--- config.mk ---
export PLATFORM = sky130hd
export DESIGN_NAME = mold_msg_fifo
export DESIGN_NICKNAME = d
export VERILOG_FILES = /design/src/rtl/mold_msg_fifo.sv
export SDC_FILE = /design/constraint.sdc
export NUM_CORES = 1
export LEC_CHECK = 0
export CELL_PAD_IN_SITES_DETAIL_PLACEMENT = 1
export CELL_PAD_IN_SITES_GLOBAL_PLACEMENT = 1
export CORE_AREA = 3 3 346 348
export DETAILED_ROUTE_END_ITERATION = 6
export DIE_AREA = 0 0 349 351
export PLACE_DENSITY = 0.72
export SKIP_LAST_GASP = 1
export SLEW_MARGIN = 30
export SYNTH_ARGS = -nofsm -noshare
export SYNTH_HDL_FRONTEND = slang
export SYNTH_SLANG_ARGS = --single-unit
--- constraint.sdc ---
create_clock -name clk -period 11.8 [get_ports clk]
set_clock_uncertainty 0.15 [all_clocks]
set_input_delay 2.36 -clock clk [delete_from_list [all_inputs] [get_ports clk]]
set_output_delay 2.36 -clock clk [all_outputs]
set_load 0.02 [all_outputs]
--- src/rtl/mold_msg_fifo.sv ---
// rtl/mold_msg_fifo.sv - whole-message elastic FIFO between MoldUDP64 extractor and ITCH decoder
module mold_msg_fifo #(
  parameter int AXI_DATA_W = 64,
  parameter int AXI_KEEP_W = 8,
  parameter int ML_W       = 16,
  parameter int DEPTH      = 16,
  parameter int CNT_W      = 16
) (
  input  logic                  clk,
  input  logic                  nreset,
  input  logic                  mold_msg_v_i,
  input  logic                  mold_msg_start_i,
  input  logic [ML_W-1:0]       mold_msg_len_i,
  input  logic [AXI_KEEP_W-1:0] mold_msg_mask_i,
  input  logic [AXI_DATA_W-1:0] mold_msg_data_i,
  output logic                  itch_msg_v_o,
  input  logic                  itch_msg_ready_i,
  output logic                  itch_msg_start_o,
  output logic                  itch_msg_last_o,
  output logic [ML_W-1:0]       itch_msg_len_o,
  output logic [AXI_KEEP_W-1:0] itch_msg_mask_o,
  output logic [AXI_DATA_W-1:0] itch_msg_data_o,
  output logic [CNT_W-1:0]      drop_cnt_o,
  output logic                  err_proto_o
);

  localparam int PW = $clog2(DEPTH);
  localparam int KS = $clog2(AXI_KEEP_W);
  localparam logic [PW:0] FULL_OCC = (PW+1)'(DEPTH);

  typedef enum logic [1:0] {S_IDLE, S_WRITE, S_DROP} state_e;

  state_e          state_q, state_d;
  logic [ML_W-1:0] rem_q, rem_d;
  logic [ML_W-1:0] len_q, len_d;
  logic [CNT_W-1:0] drop_cnt_q;
  logic            err_q;

  logic [PW-1:0]   wr_ptr_q, rd_ptr_q;
  logic [PW:0]     occ_q;
  logic [PW:0]     free;

  logic [ML_W-1:0] len_sum, beats_raw, beats;
  logic            fits;
  logic            wr_en, wr_start, wr_last;
  logic            drop_hit, proto_hit, pop;

  logic [AXI_DATA_W-1:0] mem_data  [DEPTH];
  logic [AXI_KEEP_W-1:0] mem_mask  [DEPTH];
  logic [ML_W-1:0]       mem_len   [DEPTH];
  logic                  mem_start [DEPTH];
  logic                  mem_last  [DEPTH];

  // Beat count is rounded up in ML_W bits; a zero result still occupies one beat
  assign len_sum   = mold_msg_len_i + ML_W'(AXI_KEEP_W - 1);
  assign beats_raw = len_sum >> KS;
  assign beats     = (beats_raw == '0) ? ML_W'(1) : beats_raw;
  assign free      = FULL_OCC - occ_q;
  assign fits      = (32'(beats) <= 32'(free));
  assign pop       = itch_msg_v_o & itch_msg_ready_i;

  // Per-beat decode: decide write/drop/error and the next message-tracking state
  always_comb begin
    state_d   = state_q;
    rem_d     = rem_q;
    len_d     = len_q;
    wr_en     = 1'b0;
    wr_start  = 1'b0;
    drop_hit  = 1'b0;
    proto_hit = 1'b0;
    if (mold_msg_v_i) begin
      if (mold_msg_start_i) begin
        // A start while a message is open means the previous one was truncated
        proto_hit = (state_q != S_IDLE);
        len_d     = mold_msg_len_i;
        rem_d     = beats - ML_W'(1);
        if (fits) begin
          wr_en    = 1'b1;
          wr_start = 1'b1;
          state_d  = (rem_d == '0) ? S_IDLE : S_WRITE;
        end else begin
          drop_hit = 1'b1;
          state_d  = (rem_d == '0) ? S_IDLE : S_DROP;
        end
      end else begin
        case (state_q)
          S_WRITE: begin
            wr_en   = 1'b1;
            rem_d   = rem_q - ML_W'(1);
            state_d = (rem_d == '0) ? S_IDLE : S_WRITE;
          end
          S_DROP: begin
            rem_d   = rem_q - ML_W'(1);
            state_d = (rem_d == '0) ? S_IDLE : S_DROP;
          end
          default: proto_hit = 1'b1;
        endcase
      end
    end
  end

  assign wr_last = (rem_d == '0);

  // Write FSM state, latched length, saturating drop counter and sticky error
  always_ff @(posedge clk or negedge nreset) begin
    if (!nreset) begin
      state_q    <= S_IDLE;
      rem_q      <= '0;
      len_q      <= '0;
      drop_cnt_q <= '0;
      err_q      <= 1'b0;
    end else begin
      state_q <= state_d;
      rem_q   <= rem_d;
      len_q   <= len_d;
      if (drop_hit && (drop_cnt_q != '1)) begin
        drop_cnt_q <= drop_cnt_q + CNT_W'(1);
      end
      if (proto_hit) begin
        err_q <= 1'b1;
      end
    end
  end

  // Entry storage; contents are meaningless until occupancy covers them
  always_ff @(posedge clk) begin
    if (wr_en) begin
      mem_data[wr_ptr_q]  <= mold_msg_data_i;
      mem_mask[wr_ptr_q]  <= mold_msg_mask_i;
      mem_len[wr_ptr_q]   <= len_d;
      mem_start[wr_ptr_q] <= wr_start;
      mem_last[wr_ptr_q]  <= wr_last;
    end
  end

  // Pointers wrap naturally; occupancy tracks +write -pop
  always_ff @(posedge clk or negedge nreset) begin
    if (!nreset) begin
      wr_ptr_q <= '0;
      rd_ptr_q <= '0;
      occ_q    <= '0;
    end else begin
      if (wr_en) wr_ptr_q <= wr_ptr_q + PW'(1);
      if (pop)   rd_ptr_q <= rd_ptr_q + PW'(1);
      case ({wr_en, pop})
        2'b10:   occ_q <= occ_q + (PW+1)'(1);
        2'b01:   occ_q <= occ_q - (PW+1)'(1);
        default: occ_q <= occ_q;
      endcase
    end
  end

  assign itch_msg_v_o     = (occ_q != '0);
  assign itch_msg_start_o = mem_start[rd_ptr_q];
  assign itch_msg_last_o  = mem_last[rd_ptr_q];
  assign itch_msg_len_o   = mem_len[rd_ptr_q];
  assign itch_msg_mask_o  = mem_mask[rd_ptr_q];
  assign itch_msg_data_o  = mem_data[rd_ptr_q];
  assign drop_cnt_o       = drop_cnt_q;
  assign err_proto_o      = err_q;

`ifndef SYNTHESIS
  // Start-of-message reservation must make a write into a full FIFO impossible
  a_no_overflow: assert property (@(posedge clk) disable iff (!nreset)
                                  !(wr_en && (occ_q == FULL_OCC)));
`endif

endmodule

==> metrics.md, run 1 <==
| Metric | Value |
|---|---|
| Drt via density | 6.17 |
| CTS tree | built |
| Rows | 125 |
| Root buffer cell | clkbuf_16 |
| Antenna violation net count after detailed routing | 0 |
| GPL Wtd Cong | 0.850 |
| Synth Flop Type | edfxtp_1 |
| Mapped cell area | 0.0583 mm2 |
| Sw Pwr | 4310 uW |
| Total number of vias | 27355 |
| Post-DP HPWL | 74.7 mm |
| Post-CTS Setup Repair Bufs | 0 |
| GRT Util Overall | 22.9% |
| Setup TNS | 0 ns |
| Wire length per cell | 31.0 um |
| Post-synthesis cell count | 2525 |
| Share of post-route cells with drive strength above 1 | 25.8% |
| Aggregate global routing overflow | 0 |
| RSZ-0062 raised after global routing | no |
| Clk slew on worst S/H paths | 0.06 ns |
| Finished layout cell area | 0.0672 mm2 |
| Fin. Hold Viols | 0 |
| Hold-fix buffers, CTS | 0 |
| Async set-reset flop share out of synthesis | 4.26% |
| YS warnings | 0 |
| Leakage power | 0.0212 uW |
| Crit start category | input port |
| Crit path largest cell delay | 0.84 ns |
| Max frequency | 0.122 GHz |
| Pwr/cell area | 227 mW/mm2 |
| DRC | 0 |
| Sw Ratio | 28.3% |
| Post-synth cell types | 75 |
| Slew Limit Fails | 0 |
| Final setup viols | 0 |
| Register share of total power | 40.2% |
| Chip width | 349 um |
| Post-CTS resize count | 0 |
| DP Area | 0.0623 mm2 |
| CP required | 12.01 ns |
| Number of global-route vias before repair | 29978 |
| Crit. End Element | flip-flop |
| Clk sink count | 1504 |
| Top-Level Pins | 201 |
| Crit-path cells | clkdlybuf4s50_1 -> nor4_1 -> o21ai_0 -> a21oi_1 -> a21o_1 -> inv_1 -> ha_1 -> nand4_1 -> nor4b_1 -> o31ai_1 -> o21ai_1 -> nand3_1 -> nor2_4 -> buf_4 |
| Initial Utilization | 50.0% |
| Chip height | 351 um |
| P_int | 10900 uW |
| Period utilisation layout | 69.5% |
| CP Class | input port to flip-flop |
| Core ar. | 0.117 mm2 |
| Hold slack | 0.325 ns |
| Sequential fraction of the synthesis area | 76.9% |
| Clock Latency Late Sink | 0.75 ns |
| Minimum clock period | 8.20 ns |
| TritonCTS buffer count | 151 |
| Clock Tree Buf Depth | 3 |
| EDFF count, synth | 1440 |
| Initial antenna violation count | 8 |
| Die ar. | 0.122 mm2 |
| Worst slew pin tran | 1.00 ns |
| Combinational power share | 28.5% |
| Slowest cell on crit path | buf_4 |
| Largest net degree at the start of global routing | 141 |
| Status | finished clean |
| First-pass GRT wire length | 204 mm |
| CP max FO | 47 |
| Class of the worst hold path | flip-flop to flip-flop |
| Final wirelength | 137 mm |
| FILL cells | 9551 |
| Fin nets | 2903 |
| H-Tree Depth | 4 |
| Register area | 0.0449 mm2 |
| Seq cells post-synth | 1504 |
| Drt first pass iters | 7 |
| Critical Path AT | 8.42 ns |
| Multi-input logic area | 0.0130 mm2 |
| Max_slew headroom | 33.3% |
| Max-Cap Viols | 0 |
| DRT iter0 DRCs | 3035 |
| IO buf count | 200 |
| Clk pwr share | 31.2% |
| Area grow syn2layout | 15.4% |
| Syn nets | 2641 |
| Peak supply drop | 0.000184 V |
| Syn_area_per_cell | 23.1 um2 |
-- flip-flops by register name, summed over array words and instances (netlist names) --
name         cells
mem_mask       128
wr_ptr_q         4
occ_q            5
err_proto_o      1
mem_start       16
mem_data      1024
len_q           16
state_q          2
drop_cnt_o      16
mem_last        16
mem_len        256
rem_q           16
rd_ptr_q         4
-- cell families after synthesis --
| group | count (synthesis) | synth area share (%) |
|---|---|---|
| buffers and inverters | 165 | 1.08 |
| muxes | 462 | 17.6 |
| xor gates and xnor gates | 47 | 0.706 |
| adders and majority gates | 23 | 0.494 |
| and+or+nand+nor | 228 | 2.06 |
| DFF | 1504 | 76.9 |
| AOI/OAI and AO/OA | 96 | 1.13 |
-- worst paths after layout --
kind / start / end / slack (ns) / cells after the start
max: mold_msg_len_i[8] / mem_data[8][43]$_DFFE_PP_ / 3.60 / 14
min: err_proto_o$_DFFE_PN0P_ / err_proto_o$_DFFE_PN0P_ / 0.33 / 1
max reg2reg: occ_q[0]$_DFFE_PN0P_ / mem_data[8][43]$_DFFE_PP_ / 6.00 / 12
min reg2reg: err_proto_o$_DFFE_PN0P_ / err_proto_o$_DFFE_PN0P_ / 0.33 / 1
max in group asynchronous: nreset / rd_ptr_q[2]$_DFFE_PN0P_ / 9.42 / 2
min in group asynchronous: nreset / drop_cnt_o[7]$_DFFE_PN0P_ / 1.56 / 2
-- synth_stat cells (3+ instances only) --
cell      count  area, um2
a21oi_1      20        100
a31oi_1       9       56.3
and3_1        8       50.1
and4_1        4       35.0
buf_1        28        105
clkbuf_1    109        409
dfrtp_1      64       1600
edfxtp_1   1440      43200
ha_1         23        288
inv_1        24       90.1
mux2_2        4       45.0
mux2i_1       8       80.1
mux4_2      450      10100
nand2_1      76        285
nand2b_1      4       25.0
nand3_1      17       85.1
nand4_1      21        131
nor2_1       40        150
nor3_1       14       70.1
nor3b_1       3       22.5
nor4_1        8       50.1
nor4b_1       5       43.8
o211ai_1      4       30.0
o21ai_0      17       85.1
o22ai_1       8       50.1
o31ai_1       5       37.5
or4_1         4       30.0
xnor2_1      34        298
xor2_1       13        114
-- power groups by stage --
stage	logic, uW	registers (uW)	clock network [uW]
after floorplan	2970	6070	0
after global placement	4300	6270	0
after detailed placement	4380	6280	0
after CTS	4400	6170	4870
after global routing	4620	6150	5100
final	4350	6140	4760
-- cell type report --
type | count | area share (%)
antenna | 2 | 0.00744
clock buffer | 198 | 6.13
clock inverter | 74 | 1.19
inverter | 24 | 0.134
multi-input combinational | 856 | 19.3
sequential | 1504 | 66.7
tap | 1524 | 2.84
timing repair buffer | 250 | 3.74
-- critical path: cells and delay by family --
family	cells	cell delay, ns
AOI/OAI and AO/OA	5	1.69
and+or+nand+nor	5	2.47
adders and majority gates	1	0.28
buffers and inverters	3	1.53
-- layer usage --
layer	up-vias	GRT usage, %	wire length (um)
met3	208	3.65	7740
li1	11291	-	-
met1	14916	31.7	56500
met5	-	0	33
met2	934	38.4	70300
met4	6	5.96	2840
-- through the flow --
step	total power, uW	cells	util [%]	worst slack, ns
2_1_floorplan	9050	2525	-	2.32
3_3_place_gp	10600	4154	53.4	3.25
3_5_place_dp	10700	4157	53.4	2.93
4_1_cts	15400	4429	57.7	3.73
5_1_grt	15900	4432	57.7	3.29
6_report	15200	4432	57.7	3.60
-- cell usage in the layout, fill, tap and decap left out, types with 21 or more instances in the layout --
cell type,n
edfxtp_1,1440
mux4_2,450
clkdlybuf4s50_1,199
clkbuf_16,159
nand2_1,76
dfrtp_1,60
clkbuf_1,39
buf_4,35
xnor2_1,34
nor2_1,29
inv_1,24
ha_1,23
clkinv_1,23
nand4_1,21
Power figures use the tool's default switching activity.
==> inputs of run 2 (changes only) <==
==> constraint.sdc (replaced) <==
create_clock -name clk -period 7.9 [get_ports clk]
set_clock_uncertainty 0.15 [all_clocks]
set_input_delay 1.58 -clock clk [delete_from_list [all_inputs] [get_ports clk]]
set_output_delay 1.58 -clock clk [all_outputs]
set_load 0.02 [all_outputs]
==> run 2 against run 1 <==
Net effect:
- clock power is 45% higher
- first-iteration DRC count is 1.4% higher
- via count is 0.50% higher
- die area stayed put
- critical path depth is 3 higher
- critical endpoint is now mem_last[5]$_DFFE_PP_
==> metrics.md, run 2 (same netlist as run 1, synthesis figures left out) <==
| Metric | Value |
|---|---|
| Leakage power | 0.0213 uW (+0.52%) |
| Rows | 125 (unchanged) |
| Drt first pass iters | 5 (-2) |
| Class of the worst hold path | flip-flop to flip-flop |
| Area grow syn2layout | 15.9% |
| Finished Core Util | 58.0% (+0.28 points) |
| Metal-1 WL | 56.2 mm (-0.45%) |
| Clock Latency Late Sink | 0.74 ns (about the same) |
| Crit path largest cell delay | 0.57 ns (-0.27 ns) |
| Final setup viols | 0 (unchanged) |
| Chip height | 351 um (unchanged) |
| Top-Level Pins | 201 (unchanged) |
| Number of global-route vias before repair | 30052 (+0.25%) |
| Hold-fix buffers, CTS | 0 (unchanged) |
| Crit. End Element | flip-flop |
| Power, Total | 22600 uW (+48%) |
| Wire length per cell | 30.8 um (-0.75%) |
| RSZ-0062 raised after global routing | no |
| Initial Utilization | 50.0% (unchanged) |
| Root buffer cell | clkbuf_16 |
| Drt via density | 6.18 (about the same) |
| CP max FO | 16 (-66%) |
| Die ar. | 0.122 mm2 (unchanged) |
| Crit start category | input port |
| Slowest cell on crit path | o311ai_2 |
| Max-Cap Viols | 0 (unchanged) |
| Critical Path AT | 6.99 ns (-1.43 ns) |
| Initial antenna violation count | 4 (-4) |
| Core ar. | 0.117 mm2 (unchanged) |
| Hold slack | 0.344 ns (+0.0181 ns) |
| Clk sink count | 1504 (unchanged) |
| Most used cell along the critical path | or4_1 |
| Commonest non-fill, non-tap cells in the layout | edfxtp_1 (1440), mux4_2 (450), clkdlybuf4s50_1 (199) |
| Most common cell after layout, fill and taps aside | edfxtp_1 |
| Fin. Hold Viols | 0 (unchanged) |
| Share of post-route cells with drive strength above 1 | 26.2% (+0.41 points) |
| DRT iter0 DRCs | 3077 (+1.4%) |
| Max reg flops | 1024 (unchanged) |
| Minimum clock period | 6.57 ns |
| Peak supply drop | 0.000252 V (+37%) |
| Largest net degree at the start of global routing | 90 (-36%) |
| Aggregate global routing overflow | 0 (unchanged) |
| CP required | 8.32 ns (-3.69 ns) |
| Final wirelength | 137 mm (-0.32%) |
| CP Class | input port to flip-flop |
| Clk slew on worst S/H paths | 0.06 ns (about the same) |
| Period utilisation layout | 83.2% |
| Regs by FF count | mem_data x1024, mem_len x256, mem_mask x128 |
| Most flop-heavy register | mem_data |
| First-pass GRT wire length | 205 mm (+0.41%) |
| Status | finished clean |
| Crit-path cells | clkdlybuf4s50_1 -> o311ai_2 -> nor4_1 -> mux2i_1 -> a21oi_1 -> a21o_1 -> inv_1 -> ha_1 -> or3b_2 -> o32ai_1 -> xor2_1 -> o221a_2 -> or4_1 -> or4b_1 -> or4_1 -> nor4_2 -> buf_4 |
| Worst slew pin tran | 0.843 ns (-0.158 ns) |
| Post-CTS Setup Repair Bufs | 0 (unchanged) |
| Max_slew headroom | 43.3% (+10 points) |
| Total number of vias | 27491 (+0.50%) |
| GPL Wtd Cong | 0.827 (-2.8%) |
| Met2 wire length | 70.4 mm (+0.21%) |
| FILL cells | 9593 (+0.44%) |
| Chip width | 349 um (unchanged) |
| Antenna violation net count after detailed routing | 0 (unchanged) |
| GRT Util Overall | 22.8% (-0.034 points) |
| DR WL met3 | 7.79 mm (+0.59%) |
| Top sig layer | met5 |
| Clock Tree Buf Depth | 3 (unchanged) |
| Pwr/cell area | 335 mW/mm2 (+48%) |
| IO buf count | 200 (unchanged) |
| Max frequency | 0.152 GHz |
| Pre-CTS setup slack | 0.630 ns (-2.30 ns) |
| CTS tree | built |
| DRC | 0 (unchanged) |
| Post-DP HPWL | 75.1 mm (+0.43%) |
| Post-CTS resize count | 0 (unchanged) |
| Slew Limit Fails | 0 (unchanged) |
| H-Tree Depth | 4 (unchanged) |
| CP Buf/Inv Count | 3 (unchanged) |
| Fin nets | 2917 (+0.48%) |
| TritonCTS buffer count | 151 (unchanged) |
| Final WS setup | 1.33 ns (-2.26 ns) |
| Cell family with most CP delay | simple AND/OR/NAND/NOR gates |
run 2: stage by stage:
| stage | cell area (um2) | cells | setup TNS, ns |
|---|---|---|---|
| floorplan | 58300 | 2525 | -766.31 |
| global placement | 62700 | 4169 | 0 |
| detailed placement | 62700 | 4170 | 0 |
| CTS | 67500 | 4444 | 0 |
| global route | 67600 | 4448 | 0 |
| finish | 67600 | 4451 | 0 |
run 2: layout make-up:
class | count | area, um2 | area share (%)
timing repair buffer | 264 | 2980 | 4.41
sequential | 1504 | 44900 | 66.4
antenna | 5 | 12.5 | 0.0185
tap | 1524 | 1910 | 2.82
clock inverter | 77 | 703 | 1.04
inverter | 24 | 90.1 | 0.133
multi-input combinational | 856 | 12900 | 19.2
clock buffer | 197 | 4080 | 6.03
run 2: path summary, 6_finish.rpt:
check                                            endpoint  depth (start not counted)                    start  slack [ns]
worst max-delay path                mem_last[5]$_DFFE_PP_                         17        mold_msg_len_i[1]        1.33
worst min-delay path              err_proto_o$_DFFE_PN0P_                          1  err_proto_o$_DFFE_PN0P_        0.34
worst max register to register       occ_q[4]$_DFFE_PN0P_                         21     occ_q[1]$_DFFE_PN0P_        3.13
worst min register to register    err_proto_o$_DFFE_PN0P_                          1  err_proto_o$_DFFE_PN0P_        0.34
max in group asynchronous         rd_ptr_q[3]$_DFFE_PN0P_                          2                   nreset        6.29
min in group asynchronous       drop_cnt_o[9]$_DFFE_PN0P_                          2                   nreset        0.79
run 2: layer usage:
layer,track usage [%],vias to the layer above
met5,0,-
met4,5.52,2
met3,3.77,171
met1,31.8,15070
met2,38.3,926
li1,-,11322
run 2: report_power, final:
part           switching [uW]  internal [uW]
clock                    2920           4000
combinational            3300           3350
sequential                194           8850
total                    6410          16200
==> inputs of run 3 (changes only) <==
--- a/config.mk
+++ b/config.mk
@@ -7,10 +7,10 @@
 export LEC_CHECK = 0
 export CELL_PAD_IN_SITES_DETAIL_PLACEMENT = 1
 export CELL_PAD_IN_SITES_GLOBAL_PLACEMENT = 1
-export CORE_AREA = 3 3 346 348
+export CORE_AREA = 3 3 349 351
 export DETAILED_ROUTE_END_ITERATION = 6
-export DIE_AREA = 0 0 349 351
-export PLACE_DENSITY = 0.72
+export DIE_AREA = 0 0 352 354
+export PLACE_DENSITY = 0.74
 export SKIP_LAST_GASP = 1
 export SLEW_MARGIN = 30
 export SYNTH_ARGS = -nofsm -noshare
==> constraint.sdc (replaced) <==
create_clock -name clk -period 5.7 [get_ports clk]
set_clock_uncertainty 0.15 [all_clocks]
set_input_delay 1.14 -clock clk [delete_from_list [all_inputs] [get_ports clk]]
set_output_delay 1.14 -clock clk [all_outputs]
set_load 0.02 [all_outputs]
==> run 3 against run 2 <==
Net effect:
- the run now ends with design-rule violations left
- wire length increased by 3.0%
- non-clock buffer count up 99
- via count is 2.7% higher
- flip-flop and latch count is the same
- register-to-register slack lost 2.3 ns
- total power increased by 40%
- final area is 1.9% higher
- hold slack lost 0.15 ns
- sequential power is 40% higher
- critical path type unchanged
- highest routed layer unchanged
==> metrics.md, run 3 (same netlist as run 1, synthesis figures left out) <==
| Metric | Value |
|---|---|
| Status | finished, violations left |
| Failing checks | design-rule violations |
| Max-Cap Viols | 0 (unchanged) |
| Chip height | 354 um (+0.85%) |
| Clk sink count | 1504 (unchanged) |
| Worst slew pin tran | 0.858 ns (+0.0149 ns) |
| DP Area | 0.0640 mm2 (+2.0%) |
| GRT Util Overall | 23.0% (+0.11 points) |
| CP required | 6.15 ns (-2.17 ns) |
| Max_slew headroom | 42.3% (-1.0 points) |
| Most flop-heavy register | mem_data |
| Total number of vias | 28234 (+2.7%) |
| Fin. Hold Viols | 0 (unchanged) |
| Die ar. | 0.125 mm2 (+1.7%) |
| RSZ-0062 raised after global routing | no |
| DRT iter0 DRCs | 3409 (+11%) |
| Minimum clock period | 5.52 ns |
| Finished layout cell area | 0.0689 mm2 (+1.9%) |
| Rows | 127 (+1.6%) |
| Regs by FF count | mem_data x1024, mem_len x256, mem_mask x128 |
| Power, Total | 31600 uW (+40%) |
| Peak supply drop | 0.000409 V (+62%) |
| Multi-input logic area | 0.0131 mm2 (+0.97%) |
| Clock Latency Late Sink | 0.78 ns (+0.04 ns) |
| Largest net degree at the start of global routing | 123 (+37%) |
| Antenna violation net count after detailed routing | 0 (unchanged) |
| Chip width | 352 um (+0.86%) |
| Slowest cell on crit path | clkdlybuf4s50_1 |
| Placed Cells | 4357 (+4.5%) |
| R2R Setup Slk | 0.84 ns (-2.29 ns) |
| Wire length per cell | 30.4 um (-1.3%) |
| Initial antenna violation count | 10 (+6) |
| Critical Path AT | 5.97 ns (-1.02 ns) |
| GPL Wtd Cong | 0.856 (+3.6%) |
| Register area | 0.0449 mm2 (unchanged) |
| Crit path largest cell delay | 0.54 ns (-0.03 ns) |
| Leakage power | 0.0220 uW (+3.1%) |
| TritonCTS buffer count | 153 (+1.3%) |
| Most common cell after layout, fill and taps aside | edfxtp_1 |
| Max frequency | 0.181 GHz |
| Pwr/cell area | 459 mW/mm2 (+37%) |
| Clock Tree Buf Depth | 3 (unchanged) |
| Critical Path Start | mold_msg_len_i[11] |
| Number of global-route vias before repair | 30609 (+1.9%) |
| Crit. End Element | flip-flop |
| RR Startpoint | state_q[0]$_DFFE_PN0P_ |
| Finished Core Util | 57.7% (-0.27 points) |
| Fin nets | 3018 (+3.5%) |
| H-Tree Depth | 4 (unchanged) |
| CP max FO | 8 (-8) |
| Commonest non-fill, non-tap cells in the layout | edfxtp_1 (1440), mux4_2 (450), clkdlybuf4s50_1 (194) |
| Final wirelength | 141 mm (+3.0%) |
| Post-DP HPWL | 82.4 mm (+9.8%) |
| Initial Utilization | 48.8% (-1.2 points) |
| CTS tree | built |
| Crit-path cells | clkdlybuf4s50_1 -> and4_4 -> a31oi_1 -> mux2i_1 -> a21oi_1 -> a21o_1 -> inv_1 -> ha_4 -> or3b_2 -> o32ai_2 -> xor2_1 -> o221a_2 -> or4_1 -> or4b_1 -> or4_1 -> nor4_4 -> buf_6 |
| Worst Setup EP | mem_last[14]$_DFFE_PP_ |
| Aggregate global routing overflow | 0 (unchanged) |
| Max reg flops | 1024 (unchanged) |
| FILL cells | 9938 (+3.6%) |
| Drt first pass iters | 7 (+2) |
| Final setup viols | 0 (unchanged) |
| Share of post-route cells with drive strength above 1 | 29.1% (+2.9 points) |
| Core ar. | 0.119 mm2 (+2.4%) |
| Crit start category | input port |
| IO buf count | 200 (unchanged) |
| Final Non-Filler Cells | 4643 (+4.3%) |
| Slew Limit Fails | 0 (unchanged) |
| Drt via density | 6.08 (-1.5%) |
| Most used cell along the critical path | or4_1 |
| CP Class | input port to flip-flop |
| Top-Level Pins | 201 (unchanged) |
| Reg2reg end | mem_last[14]$_DFFE_PP_ |
| First-pass GRT wire length | 210 mm (+2.3%) |
| Root buffer cell | clkbuf_16 |
| DRC | 4 (+4) |
| Period utilisation layout | 96.8% |
| Worst R2R Path Depth | 11 (-48%) |
| Clk slew on worst S/H paths | 0.07 ns (about the same) |
| Area grow syn2layout | 18.2% |
| Class of the worst hold path | input port to asynchronous set/reset pin |
run 3: changes by cell type in the layout (fill, tap and decap cells not counted), moves of 2 or more:
| cell | change |
|---|---|
| buf_4 | +77 |
| buf_12 | +25 |
| clkinv_1 | +12 |
| clkbuf_1 | -11 |
| clkinv_4 | +6 |
| clkdlybuf4s50_1 | -5 |
| dlymetal6s2s_1 | +5 |
| buf_16 | -3 |
| inv_16 | +3 |
| nand3_1 | -3 |
| nand3_4 | +3 |
| clkbuf_8 | -2 |
| nor4_4 | +2 |
run 3: metrics by stage:
stage	hold slack, ns	setup slack, ns	setup TNS [ns]
after floorplan	0.356	-0.692	-189.64
after global placement	0.338	-0.429	-7.02
after detailed placement	0.338	-0.554	-9.11
after CTS	0.153	0.235	0
after global routing	0.199	0.00751	0
final	0.189	0.181	0
run 3: area by class of cell:
class	count	share of cell area, %
diodes	4	0.0145
clock buffers	183	5.78
clock inverters	97	1.26
inverters	24	0.131
multi-input cells	856	19.0
flip-flops and latches	1504	65.1
well taps	1612	2.93
repair buffers	363	5.79
run 3: what timing repair did:
| item | CTS | global route |
|---|---|---|
| setup buffers | 0 | 1 |
| setup endpoints to repair | 0 | 2 |
| endpoints found under the hold margin | 0 | 0 |
| gates resized for setup | 0 | 16 |
| hold buffers | 0 | 0 |
run 3: how the worst min path moves through the flow:
stage	depth (start not counted)	slack (ns)	end	startpoint
6_report	1	0.19	rem_q[15]$_DFF_PN0_	nreset
5_1_grt	1	0.20	rem_q[15]$_DFF_PN0_	nreset
2_1_floorplan	2	0.36	occ_q[4]$_DFFE_PN0P_	occ_q[4]$_DFFE_PN0P_
3_5_place_dp	1	0.34	drop_cnt_o[12]$_DFFE_PN0P_	drop_cnt_o[12]$_DFFE_PN0P_
3_3_place_gp	1	0.34	drop_cnt_o[8]$_DFFE_PN0P_	drop_cnt_o[8]$_DFFE_PN0P_
4_1_cts	1	0.15	rem_q[15]$_DFF_PN0_	nreset
run 3: report_power, final:
part | switching, uW | internal [uW]
logic | 4510 | 4730
registers | 407 | 12300
clock network | 4210 | 5490
total | 9130 | 22500
run 3: worst max-delay path: cells and delay by family:
kind	cells	cell delay, ns
AO/OA/AOI/OAI	5	0.84
XOR/XNOR	1	0.14
adder cells (fa/ha/maj)	1	0.17
buffers and inverters	3	0.84
multiplexers	1	0.21
AND/OR/NAND/NOR	6	2.61
run 3: routing by layer:
| layer | vias up | track usage (%) | routed length, um |
|---|---|---|---|
| li1 | 11544 | - | - |
| met1 | 15360 | 31.8 | 57000 |
| met2 | 1119 | 38.0 | 71800 |
| met3 | 203 | 4.03 | 9020 |
| met4 | 8 | 6.55 | 3100 |
| met5 | - | 0 | 47 |
